File: src/rtl/sa_output_collector_if.sv
// Array-output and tile-writeback signal bundle for the systolic array output collector.
// The slave modport is the collector; the master modport is the array/writeback side.
interface sa_output_collector_if #(
  parameter int unsigned N  = 4,
  parameter int unsigned DW = 16
);
  localparam int unsigned RowW = (N > 1) ? $clog2(N) : 1;

  logic              out_en;
  logic [RowW-1:0]   row_out;
  logic [DW*N-1:0]   array_output;
  logic              col_has_space;
  logic              tile_valid;
  logic              tile_ready;
  logic [DW*N-1:0]   tile_row_data;
  logic [RowW-1:0]   tile_row_idx;
  logic              tile_last;
  logic              order_err;
  logic              overflow_err;

  modport slave (
    input  out_en, row_out, array_output, tile_ready,
    output col_has_space, tile_valid, tile_row_data, tile_row_idx, tile_last,
           order_err, overflow_err
  );

  modport master (
    output out_en, row_out, array_output, tile_ready,
    input  col_has_space, tile_valid, tile_row_data, tile_row_idx, tile_last,
           order_err, overflow_err
  );
endinterface

File: src/rtl/sa_output_collector.sv
// Collects drained systolic-array rows into a two-bank ping-pong tile buffer and
// streams each completed tile out one row per valid/ready beat.
module sa_output_collector #(
  parameter int unsigned N  = 4,
  parameter int unsigned DW = 16
) (
  input logic                     clk,
  input logic                     rst,
  sa_output_collector_if.slave    bus
);
  localparam int unsigned RowW = (N > 1) ? $clog2(N) : 1;
  localparam logic [RowW-1:0] LastRow = RowW'(N - 1);

  typedef enum logic [1:0] {StEmpty, StFilling, StFull} bank_st_e;

  logic [DW*N-1:0] mem_q [2][N];
  bank_st_e        state_q [2];
  logic            wr_bank_q;
  logic            rd_bank_q;
  logic [RowW-1:0] wr_row_q;
  logic [RowW-1:0] rd_row_q;
  logic            order_err_q;
  logic            overflow_err_q;

  logic wr_full;
  logic tile_valid;
  logic rd_fire;

  assign wr_full    = (state_q[wr_bank_q] == StFull);
  assign tile_valid = (state_q[rd_bank_q] == StFull);
  assign rd_fire    = tile_valid && bus.tile_ready;

  always_ff @(posedge clk or posedge rst) begin
    if (rst) begin
      for (int b = 0; b < 2; b++) begin
        state_q[b] <= StEmpty;
        for (int r = 0; r < int'(N); r++) begin
          mem_q[b][r] <= '0;
        end
      end
      wr_bank_q      <= 1'b0;
      rd_bank_q      <= 1'b0;
      wr_row_q       <= '0;
      rd_row_q       <= '0;
      order_err_q    <= 1'b0;
      overflow_err_q <= 1'b0;
    end else begin
      // Write and read never touch the same bank in one cycle: a write needs a
      // non-FULL bank, a read beat needs a FULL one.
      if (bus.out_en) begin
        if (wr_full) begin
          overflow_err_q <= 1'b1;
        end else begin
          mem_q[wr_bank_q][bus.row_out] <= bus.array_output;
          if (bus.row_out != wr_row_q) begin
            order_err_q <= 1'b1;
          end
          if (wr_row_q == LastRow) begin
            state_q[wr_bank_q] <= StFull;
            wr_bank_q          <= ~wr_bank_q;
            wr_row_q           <= '0;
          end else begin
            state_q[wr_bank_q] <= StFilling;
            wr_row_q           <= wr_row_q + 1'b1;
          end
        end
      end
      if (rd_fire) begin
        if (rd_row_q == LastRow) begin
          state_q[rd_bank_q] <= StEmpty;
          rd_bank_q          <= ~rd_bank_q;
          rd_row_q           <= '0;
        end else begin
          rd_row_q <= rd_row_q + 1'b1;
        end
      end
    end
  end

  assign bus.col_has_space = ~wr_full;
  assign bus.tile_valid    = tile_valid;
  assign bus.tile_row_data = mem_q[rd_bank_q][rd_row_q];
  assign bus.tile_row_idx  = rd_row_q;
  assign bus.tile_last     = tile_valid && (rd_row_q == LastRow);
  assign bus.order_err     = order_err_q;
  assign bus.overflow_err  = overflow_err_q;

endmodule

File: src/flat_wrapper.sv
// flat-port wrapper written by rule: the top's interface ports become plain ports
module sa_output_collector_flat 
#(
  parameter int unsigned N  = 4,
  parameter int unsigned DW = 16
)
  (clk, rst, bus_out_en, bus_row_out, bus_array_output, bus_tile_ready, bus_col_has_space, bus_tile_valid, bus_tile_row_data, bus_tile_row_idx, bus_tile_last, bus_order_err, bus_overflow_err);
  sa_output_collector_if #(.N(N), .DW(DW)) bus_i ();
  input logic clk;
  input logic rst;
  input wire logic [$bits(bus_i.out_en)-1:0] bus_out_en;
  input wire logic [$bits(bus_i.row_out)-1:0] bus_row_out;
  input wire logic [$bits(bus_i.array_output)-1:0] bus_array_output;
  input wire logic [$bits(bus_i.tile_ready)-1:0] bus_tile_ready;
  output wire logic [$bits(bus_i.col_has_space)-1:0] bus_col_has_space;
  output wire logic [$bits(bus_i.tile_valid)-1:0] bus_tile_valid;
  output wire logic [$bits(bus_i.tile_row_data)-1:0] bus_tile_row_data;
  output wire logic [$bits(bus_i.tile_row_idx)-1:0] bus_tile_row_idx;
  output wire logic [$bits(bus_i.tile_last)-1:0] bus_tile_last;
  output wire logic [$bits(bus_i.order_err)-1:0] bus_order_err;
  output wire logic [$bits(bus_i.overflow_err)-1:0] bus_overflow_err;
  assign bus_i.out_en = bus_out_en;
  assign bus_i.row_out = bus_row_out;
  assign bus_i.array_output = bus_array_output;
  assign bus_i.tile_ready = bus_tile_ready;
  assign bus_col_has_space = bus_i.col_has_space;
  assign bus_tile_valid = bus_i.tile_valid;
  assign bus_tile_row_data = bus_i.tile_row_data;
  assign bus_tile_row_idx = bus_i.tile_row_idx;
  assign bus_tile_last = bus_i.tile_last;
  assign bus_order_err = bus_i.order_err;
  assign bus_overflow_err = bus_i.overflow_err;
  sa_output_collector #(.N(N), .DW(DW)) u_core (.clk(clk), .rst(rst), .bus(bus_i));
endmodule
File: config.mk
export PLATFORM = sky130hd
export DESIGN_NAME = sa_output_collector_flat
export DESIGN_NICKNAME = d
export VERILOG_FILES = /design/src/rtl/sa_output_collector_if.sv /design/src/rtl/sa_output_collector.sv /design/src/flat_wrapper.sv
export SDC_FILE = /design/constraint.sdc
export NUM_CORES = 1
export LEC_CHECK = 0
export ABC_CLOCK_PERIOD_IN_PS = 21400
export CAP_MARGIN = 40
export CORE_MARGIN = 10
export CORE_UTILIZATION = 50
export DETAILED_ROUTE_END_ITERATION = 10
export PLACE_DENSITY = 0.79
export SLEW_MARGIN = 5
export SYNTH_ARGS = -nofsm -noshare
export SYNTH_HDL_FRONTEND = slang
export SYNTH_SLANG_ARGS = --single-unit
File: constraint.sdc
create_clock -name clk -period 21.4 [get_ports clk]
set_input_delay 4.28 -clock clk [delete_from_list [all_inputs] [get_ports clk]]
set_output_delay 4.28 -clock clk [all_outputs]
set_load 0.005 [all_outputs]
## After elaboration in Yosys (flattened, before gate mapping)

Cells that the tools add are included.

| storage, ports and cells | value |
|---|---|
| ROM bits | 0 |
| register bits after elaboration | 524 |
| RAM bits | 0 |
| memories | 0 |
| bits of input ports | 70 |
| latch bits | 0 |
| word-level logic and storage cells | 83 |

| cells by class | value |
|---|---|
| reductions and logical operators | 10 |
| muxes and demuxes | 28 |
| eq/ne operators | 5 |
| bitwise gates (word level) | 15 |
| multiply operators | 0 |
| div/mod/pow operators | 0 |
| add/subtract/negate cells | 2 |
| shift-type cells | 0 |
| magnitude comparators | 7 |

Operators by type and width:

| operator | number |
|---|---|
| $mux W256 | 4 |
| $bwmux W512 | 1 |
| $demux W256 S1 | 1 |
| $mux W64 | 3 |
| $bmux W64 S2 | 1 |
| $demux W64 S2 | 1 |
| $mux W2 | 10 |
| $mux W4 | 5 |
| $eq A2 B2 Y1 const B | 4 |
| $ge A3 B3 Y1 const B | 2 |
| $not A2 Y3 | 2 |
| $reduce_and A2 Y1 | 3 |
| $reduce_and A3 Y1 | 2 |
| $logic_and A1 B1 Y1 | 5 |
| $add A2 B1 Y2 const B | 2 |
| $and A2 B2 Y2 | 2 |
| $and A4 B4 Y4 | 1 |
| $demux W2 S1 | 2 |
| $ge A2 B2 Y1 const B | 2 |
| $lt A2 B1 Y1 const B | 2 |
| $not A1 Y2 | 2 |
| $not A2 Y2 | 2 |
| $not A4 Y4 | 1 |
| $or A2 B2 Y2 | 2 |
| other kinds (3) | 5 |

## Longest topological paths before layout

Gate-level depths: netlist (run 1).

| depth | value |
|---|---|
| depth after elaboration | 13 |
| mapped depth | 7 |
| gate-level depth less buffers | 4 |

## Worst setup path after synthesis (run 1)

Ideal clock, no wire load.

| path | value |
|---|---|
| kind | flip-flop to output port |
| from | register u_core.rd_row_q[0], in the netlist u_core.bus.tile_row_idx[0] |
| to | output port bus_tile_row_data[0] |
| cell stages (with the launch flop) | 6 |
| path buffers | 3 |
| data arrival time | 1.839 ns |
| setup slack | 15.281 ns |
| path through | dfrtp_1 -> clkbuf_1 -> clkbuf_1 -> buf_2 -> mux4_2 -> mux2_2 |

| between the ends | value |
|---|---|
| longest elaborated chain between the ends | 4 |

RTL lines:

| item | RTL line | source |
|---|---|---|
| start: declaration | sa_output_collector.sv:21 | `logic [RowW-1:0] rd_row_q;` |
| start signal: assignment | sa_output_collector.sv:74 | `rd_row_q <= rd_row_q + 1'b1;` |
| $not A2 Y3 (not written as such) | sa_output_collector.sv:82 | `assign bus.tile_row_data = mem_q[rd_bank_q][rd_row_q];` |
| $bmux W64 S2 | sa_output_collector.sv:82 |  |
| $mux W64 (not written as such) (2 in a row) | sa_output_collector.sv:82 |  |
| end: declaration | flat_wrapper.sv:17 | `output wire logic [$bits(bus_i.tile_row_data)-1:0] bus_tile_row_data;` |

No other way between the ends. The select of a mux whose other input is x is not followed.

## Worst setup path after layout (run 1)

| path | value |
|---|---|
| from | register u_core.rd_row_q[0], in the netlist u_core.bus.tile_row_idx[0] |
| to | output port bus_tile_row_data[35] |

Same word-level chain as after synthesis.

==> impl_metrics.py, run 1 <==
metrics = {
    "outcome": {
        "status": "completed",
    },
    "setup_path": {
        "worstPathArrival_ns": 3.96,
        "reg2reg_depth": 4,
        "cp_slowest_cell": "mux4_2",
        "worst_setup_path_start_kind": "flip-flop",
        "endpoint": "bus_tile_row_data[35]",
        "crit_start": "u_core.bus.tile_row_idx[0]",
        "critPathCaptureType": "output pin",
        "cp_slowest_stage_delay_ns": 0.55,
        "critical_path_class": "flip-flop to output pin",
        "worstReg2RegEnd": "u_core.mem_q[252]",
        "r2r_slack_ns": 18.31,
        "cp_common_cell": "buf_16",
        "crit_fanout": 42,
        "cp_cell_sequence": "buf_16 -> buf_4 -> buf_16 -> buf_4 -> buf_16 -> mux4_2 -> mux2_2 -> clkdlybuf4s50_1",
        "required_ns": 17.12,
        "reg2reg_from": "u_core.state_q[1]",
    },
    "sta": {
        "setup_violations": 0,
        "max_freq_mhz": 121,
        "hold_slack_ns": 0.459,
        "hold_viol": 0,
        "slew-limit-headroom": 0.398,
        "worst_slew_pin_slew_ns": 0.903,
        "rsz0062_at_grt": "no",
        "finalMaxSlewViolations": 0,
        "clock_skew_ns": 0.0207,
        "period_share": 0.385,
        "min_period_ns": 8.24,
        "setup_tns_ns": 0,
    },
    "placement": {
        "dp_hpwl_mm": 30.3,
        "place_congestion": 0.725,
        "port_buffers": 140,
        "placed_area_um2": 25700,
    },
    "yosys": {
        "avgSynthCellArea_um2": 17.1,
        "synthesis.nets": 1457,
        "synth_edf_count": 0,
        "synth_area_leaders": "dfrtp_1, mux2_2, mux4_2",
        "ys.flop_type": "dfrtp_1",
        "netlist_instances": 1384,
        "async_reset_ff_frac": 1.00,
        "seq_area_frac_synth": 0.554,
        "yosysWarnings": 0,
        "synthesis.area_um2": 23700,
        "ys_types": 36,
        "yosysMostFrequentCell": "dfrtp_1",
        "netlist.area_leader.share": 0.554,
        "synth-seq-cells": 524,
        "synth_area_leader_cell": "dfrtp_1",
        "synthTopCellsByCount": "dfrtp_1, mux2_2, mux4_2",
    },
    "hold_path": {
        "min_path_type": "flip-flop to flip-flop",
    },
    "detailed_routing": {
        "routed_wl_mm": 51.2,
        "wl_per_cell_um": 23.6,
        "num_vias": 12600,
        "drt_iter0_markers": 743,
        "drt_pass1_iterations": 4,
        "drc": 0,
        "via_per_inst": 5.80,
        "antenna_left": 0,
    },
    "grt": {
        "grt_pass1_vias": 14100,
        "grt-ovfl-total": 0,
        "grt_first_pass_wirelength_mm": 82.5,
        "grt_max_degree": 177,
        "track_usage": 0.184,
        "antenna_found_initial": 5,
    },
    "die": {
        "die_h_um": 238,
        "rows": 79,
        "dieArea_um2": 56500,
        "initial_core_util": 0.507,
        "die_x_um": 238,
        "core_area_um2": 46700,
        "num_io_pins": 141,
    },
    "power_and_ir_drop": {
        "power_per_cell_area_nw_per_um2": 161,
        "ir_worst_vdd_uv": 90.2,
        "swShare": 0.274,
        "power_frac_seq": 0.393,
        "combinationalPowerShare": 0.382,
        "power.switching_w": 0.00122,
        "p_leak_nw": 11.6,
        "clkPwrFrac": 0.225,
        "internal-power_w": 0.00323,
    },
    "clock_network": {
        "cts_tree": "done",
        "htreeDepth": 2,
        "cts-resized-gates": 0,
        "hold_buffers": 0,
        "root_buffer": "clkbuf_16",
        "cts_max_path_buffers": 3,
        "numCtsBuffers": 54,
        "cts.sinks": 524,
        "clk_pin_slew_ns": 0.06,
        "insertion_delay_ns": 0.60,
        "postCtsSetupBuffers": 0,
    },
    "final_layout": {
        "nets": 1586,
        "finish.instance_area_um2": 27700,
        "drive_gt1_frac": 0.534,
        "area_delta_synth_final_pct": 16.8,
    },
    "flow_run": {
        "drv_cap": 0,
    },
}
-- area by class of cell --
cell class | instances | area, µm²
Sequential cell | 524 | 13100
Multi-Input combinational cell | 759 | 10000
Clock buffer | 78 | 1600
Tap cell | 607 | 759
Antenna cell | 2 | 5.00
Inverter | 3 | 18.8
Clock inverter | 24 | 325
Fill cell | 3479 | 19000
Timing Repair Buffer | 171 | 1800
-- critical path: cells and delay by family (launching register included) --
| family | cells | cell delay [ns] |
|---|---|---|
| buffers and inverters | 6 | 1.87 |
| multiplexers | 2 | 0.83 |
| flip-flops | 1 | 0.53 |
-- through the flow --
stage          power [W]  utilization  cells  worst slack [ns]
2_1_floorplan    0.00286            -   1384              2.48
3_3_place_gp     0.00338        0.547   2056             12.82
3_5_place_dp     0.00349        0.551   2064             13.70
4_1_cts          0.00451        0.593   2166             13.05
5_1_grt          0.00471        0.593   2167             12.93
6_report         0.00445        0.593   2168             13.16
-- logic make-up (layout without fill, tap and decap cells) --
kind of cell / after synthesis / count (layout) / synth area share
multiplexers: 708 / 708 / 0.407
flip-flops: 524 / 524 / 0.554
buffers and inverters: 101 / 276 / 0.0241
AND/OR/NAND/NOR: 31 / 31 / 0.00846
AO/OA/AOI/OAI: 15 / 15 / 0.00418
adder cells (fa/ha/maj): 3 / 3 / 0.00159
XOR/XNOR: 2 / 2 / 0.000740
other: 0 / 2 / 0
-- sequential cells by signal, indices dropped and copies added, names as in the netlist --
signal and count:
u_core.bus.overflow_err 1, u_core.state_q 4, u_core.rd_bank_q 1, u_core.wr_bank_q 1, u_core.bus.tile_row_idx 2, u_core.mem_q 512
u_core.bus.order_err 1, u_core.wr_row_q 2
-- placed cells by master (no fill, tap or decap), types with 5 or more instances in the layout --
cell and n:
dfrtp_1 521, bufinv_16 7, mux2_2 510, clkbuf_8 14, clkbuf_1 9, clkinv_2 13, clkdlybuf4s50_1 140, nor2_1 5
clkbuf_16 55, nand2_1 6, buf_16 7, mux2_1 10, mux4_2 128, mux2_4 60, buf_4 22
-- how the worst min path moves through the flow --
stage / end / start / depth (start not counted)
after floorplan: u_core.bus.order_err / u_core.bus.order_err / 1
after global placement: u_core.bus.order_err / u_core.bus.order_err / 1
after detailed placement: u_core.bus.order_err / u_core.bus.order_err / 1
after CTS: u_core.bus.order_err / u_core.bus.order_err / 1
after global routing: u_core.bus.order_err / u_core.bus.order_err / 1
final: u_core.bus.order_err / u_core.bus.order_err / 1
-- power groups by stage --
stage	registers (W)	clock network [W]	logic [W]
6_report	0.00175	0.00100	0.00170
3_5_place_dp	0.00176	0	0.00173
2_1_floorplan	0.00166	0	0.00120
3_3_place_gp	0.00174	0	0.00164
4_1_cts	0.00175	0.00103	0.00174
5_1_grt	0.00181	0.00106	0.00183
-- metal layers --
layer / vias to the layer above / routed length (µm) / global-route usage
li1: 5470 / - / -
met4: 8 / 811 / 0.0491
met2: 188 / 25800 / 0.312
met5: - / 42 / 0
met1: 6847 / 22600 / 0.242
met3: 57 / 1870 / 0.0324
Power figures use the tool's default switching activity.
==> inputs of run 2 (changes only) <==
ABC_CLOCK_PERIOD_IN_PS = 7700   (was 21400)
clock period = 7.7 ns   (was 21.4 ns; I/O delays follow)
==> impl_metrics.py, run 2 (same netlist as run 1, synthesis figures left out) <==
metrics = {
    "sta": {
        "rsz0062_at_grt": "no",
        "finalMaxSlewViolations": 0,
        "hold_viol": 0,
        "clock_skew_ns": 0.0155,
        "slew-limit-headroom": 0.267,
        "setup_ws_ns": 2.78,
        "period_share": 0.638,
        "max_freq_mhz": 203,
        "worst_slew_pin_slew_ns": 1.10,
        "setup_violations": 0,
        "setup_tns_ns": 0,
        "min_period_ns": 4.92,
    },
    "setup_path": {
        "critPathCaptureType": "output pin",
        "required_ns": 6.16,
        "worstReg2RegEnd": "u_core.mem_q[294]",
        "crit_fanout": 78,
        "worstPathArrival_ns": 3.38,
        "endpoint": "bus_tile_row_data[44]",
        "worst_setup_path_start_kind": "flip-flop",
        "r2r_slack_ns": 4.86,
        "reg2reg_depth": 4,
        "critical_path_class": "flip-flop to output pin",
        "crit_start": "u_core.bus.tile_row_idx[0]",
        "reg2reg_from": "u_core.wr_bank_q",
    },
    "final_layout": {
        "final_common_cell": "dfrtp_1",
        "instances_no_fill": 2158,
        "area_delta_synth_final_pct": 15.8,
        "largest_reg_flops": 512,
        "top_register": "u_core.mem_q",
        "nets": 1581,
        "reg_top3": "u_core.mem_q (512), u_core.state_q (4)",
        "finish.utilization": 0.588,
        "drive_gt1_frac": 0.527,
        "layout_common_cells": "dfrtp_1, mux2_2, clkdlybuf4s50_1",
    },
    "grt": {
        "grt_use_met3": 0.0310,
        "antenna_found_initial": 4,
        "grtUsageMet2": 0.312,
        "grt_max_degree": 203,
        "top_usage_layer": "met2",
        "grtUsageMet1": 0.230,
        "track_usage": 0.181,
        "grt-ovfl-total": 0,
        "grt_pass1_vias": 14000,
        "grt_first_pass_wirelength_mm": 81.0,
    },
    "placement": {
        "dp_cells": 2058,
        "place_congestion": 0.699,
        "pre_cts_ws_ns": 3.00,
        "port_buffers": 140,
        "dp_hpwl_mm": 29.4,
    },
    "clock_network": {
        "cts-resized-gates": 0,
        "insertion_delay_ns": 0.59,
        "cts_max_path_buffers": 3,
        "numCtsBuffers": 55,
        "cts_tree": "done",
        "root_buffer": "clkbuf_16",
        "htreeDepth": 2,
        "clk_pin_slew_ns": 0.06,
        "postCtsSetupBuffers": 0,
        "cts.sinks": 524,
        "hold_buffers": 0,
    },
    "die": {
        "num_io_pins": 141,
        "die_x_um": 238,
        "dieArea_um2": 56500,
        "rows": 79,
        "core_area_um2": 46700,
        "initial_core_util": 0.507,
        "die_h_um": 238,
    },
    "power_and_ir_drop": {
        "power_per_cell_area_nw_per_um2": 444,
        "ir_worst_vdd_uv": 310,
        "p_leak_nw": 11.5,
    },
    "detailed_routing": {
        "num_vias": 12500,
        "antenna_left": 0,
        "drt_pass1_iterations": 4,
        "via_per_inst": 5.81,
        "drc": 0,
        "wl_per_cell_um": 23.4,
        "drt_iter0_markers": 672,
        "routed_wl_mm": 50.5,
    },
    "hold_path": {
        "min_path_type": "flip-flop to flip-flop",
    },
    "flow_run": {
        "drv_cap": 0,
    },
    "outcome": {
        "status": "completed",
    },
}
## run 2: cell count changes in the layout (fill, tap and decap cells not counted), moves of 3 or more
cell	change
bufinv_16	-3
buf_12	+4
clkbuf_1	+5
clkinv_2	-3
buf_16	-7
buf_4	-4
## run 2: power breakdown
group / switching, W / total [W] / internal (W)
clock: 0.00106 / 0.00265 / 0.00160
sequential: 0.000756 / 0.00489 / 0.00413
combinational: 0.00153 / 0.00464 / 0.00311
## run 2: metal layers
metal	share of wire	wire [µm]
met3	0.042	2110
met4	0.024	1200
met1	0.43	21700
met2	0.50	25500
met5	0.00046	23
## run 2: metrics by stage
stage | total power, W | area (µm²) | hold slack (ns)
finish | 0.0122 | 27400 | 0.468
detailed placement | 0.00962 | 25600 | 0.450
floorplan | 0.00795 | 23700 | 0.451
global placement | 0.00941 | 25600 | 0.445
global route | 0.0129 | 27400 | 0.487
CTS | 0.0124 | 27400 | 0.464
## run 2: critical path, stage by stage, from the launching register on
cell,delay [ns]
dfrtp_4,0.71
buf_12,0.53
mux4_2,0.60
mux2_2,0.31
clkdlybuf4s50_1,0.46
## run 2: cell type report
cell class | instances | area (µm²)
fillers | 3475 | 19200
multi-input cells | 759 | 10000
flip-flops and latches | 524 | 13100
diodes | 2 | 5.00
well taps | 607 | 759
repair buffers | 165 | 1670
clock inverters | 15 | 178
inverters | 3 | 15.0
clock buffers | 83 | 1640
## run 2: worst min path at each step
stage	from	end	depth (start not counted)	slack, ns
finish	u_core.bus.order_err	u_core.bus.order_err	1	0.47
global route	u_core.bus.order_err	u_core.bus.order_err	1	0.49
floorplan	u_core.bus.order_err	u_core.bus.order_err	1	0.45
CTS	u_core.bus.order_err	u_core.bus.order_err	1	0.46
global placement	u_core.bus.order_err	u_core.bus.order_err	1	0.45
detailed placement	u_core.bus.order_err	u_core.bus.order_err	1	0.45
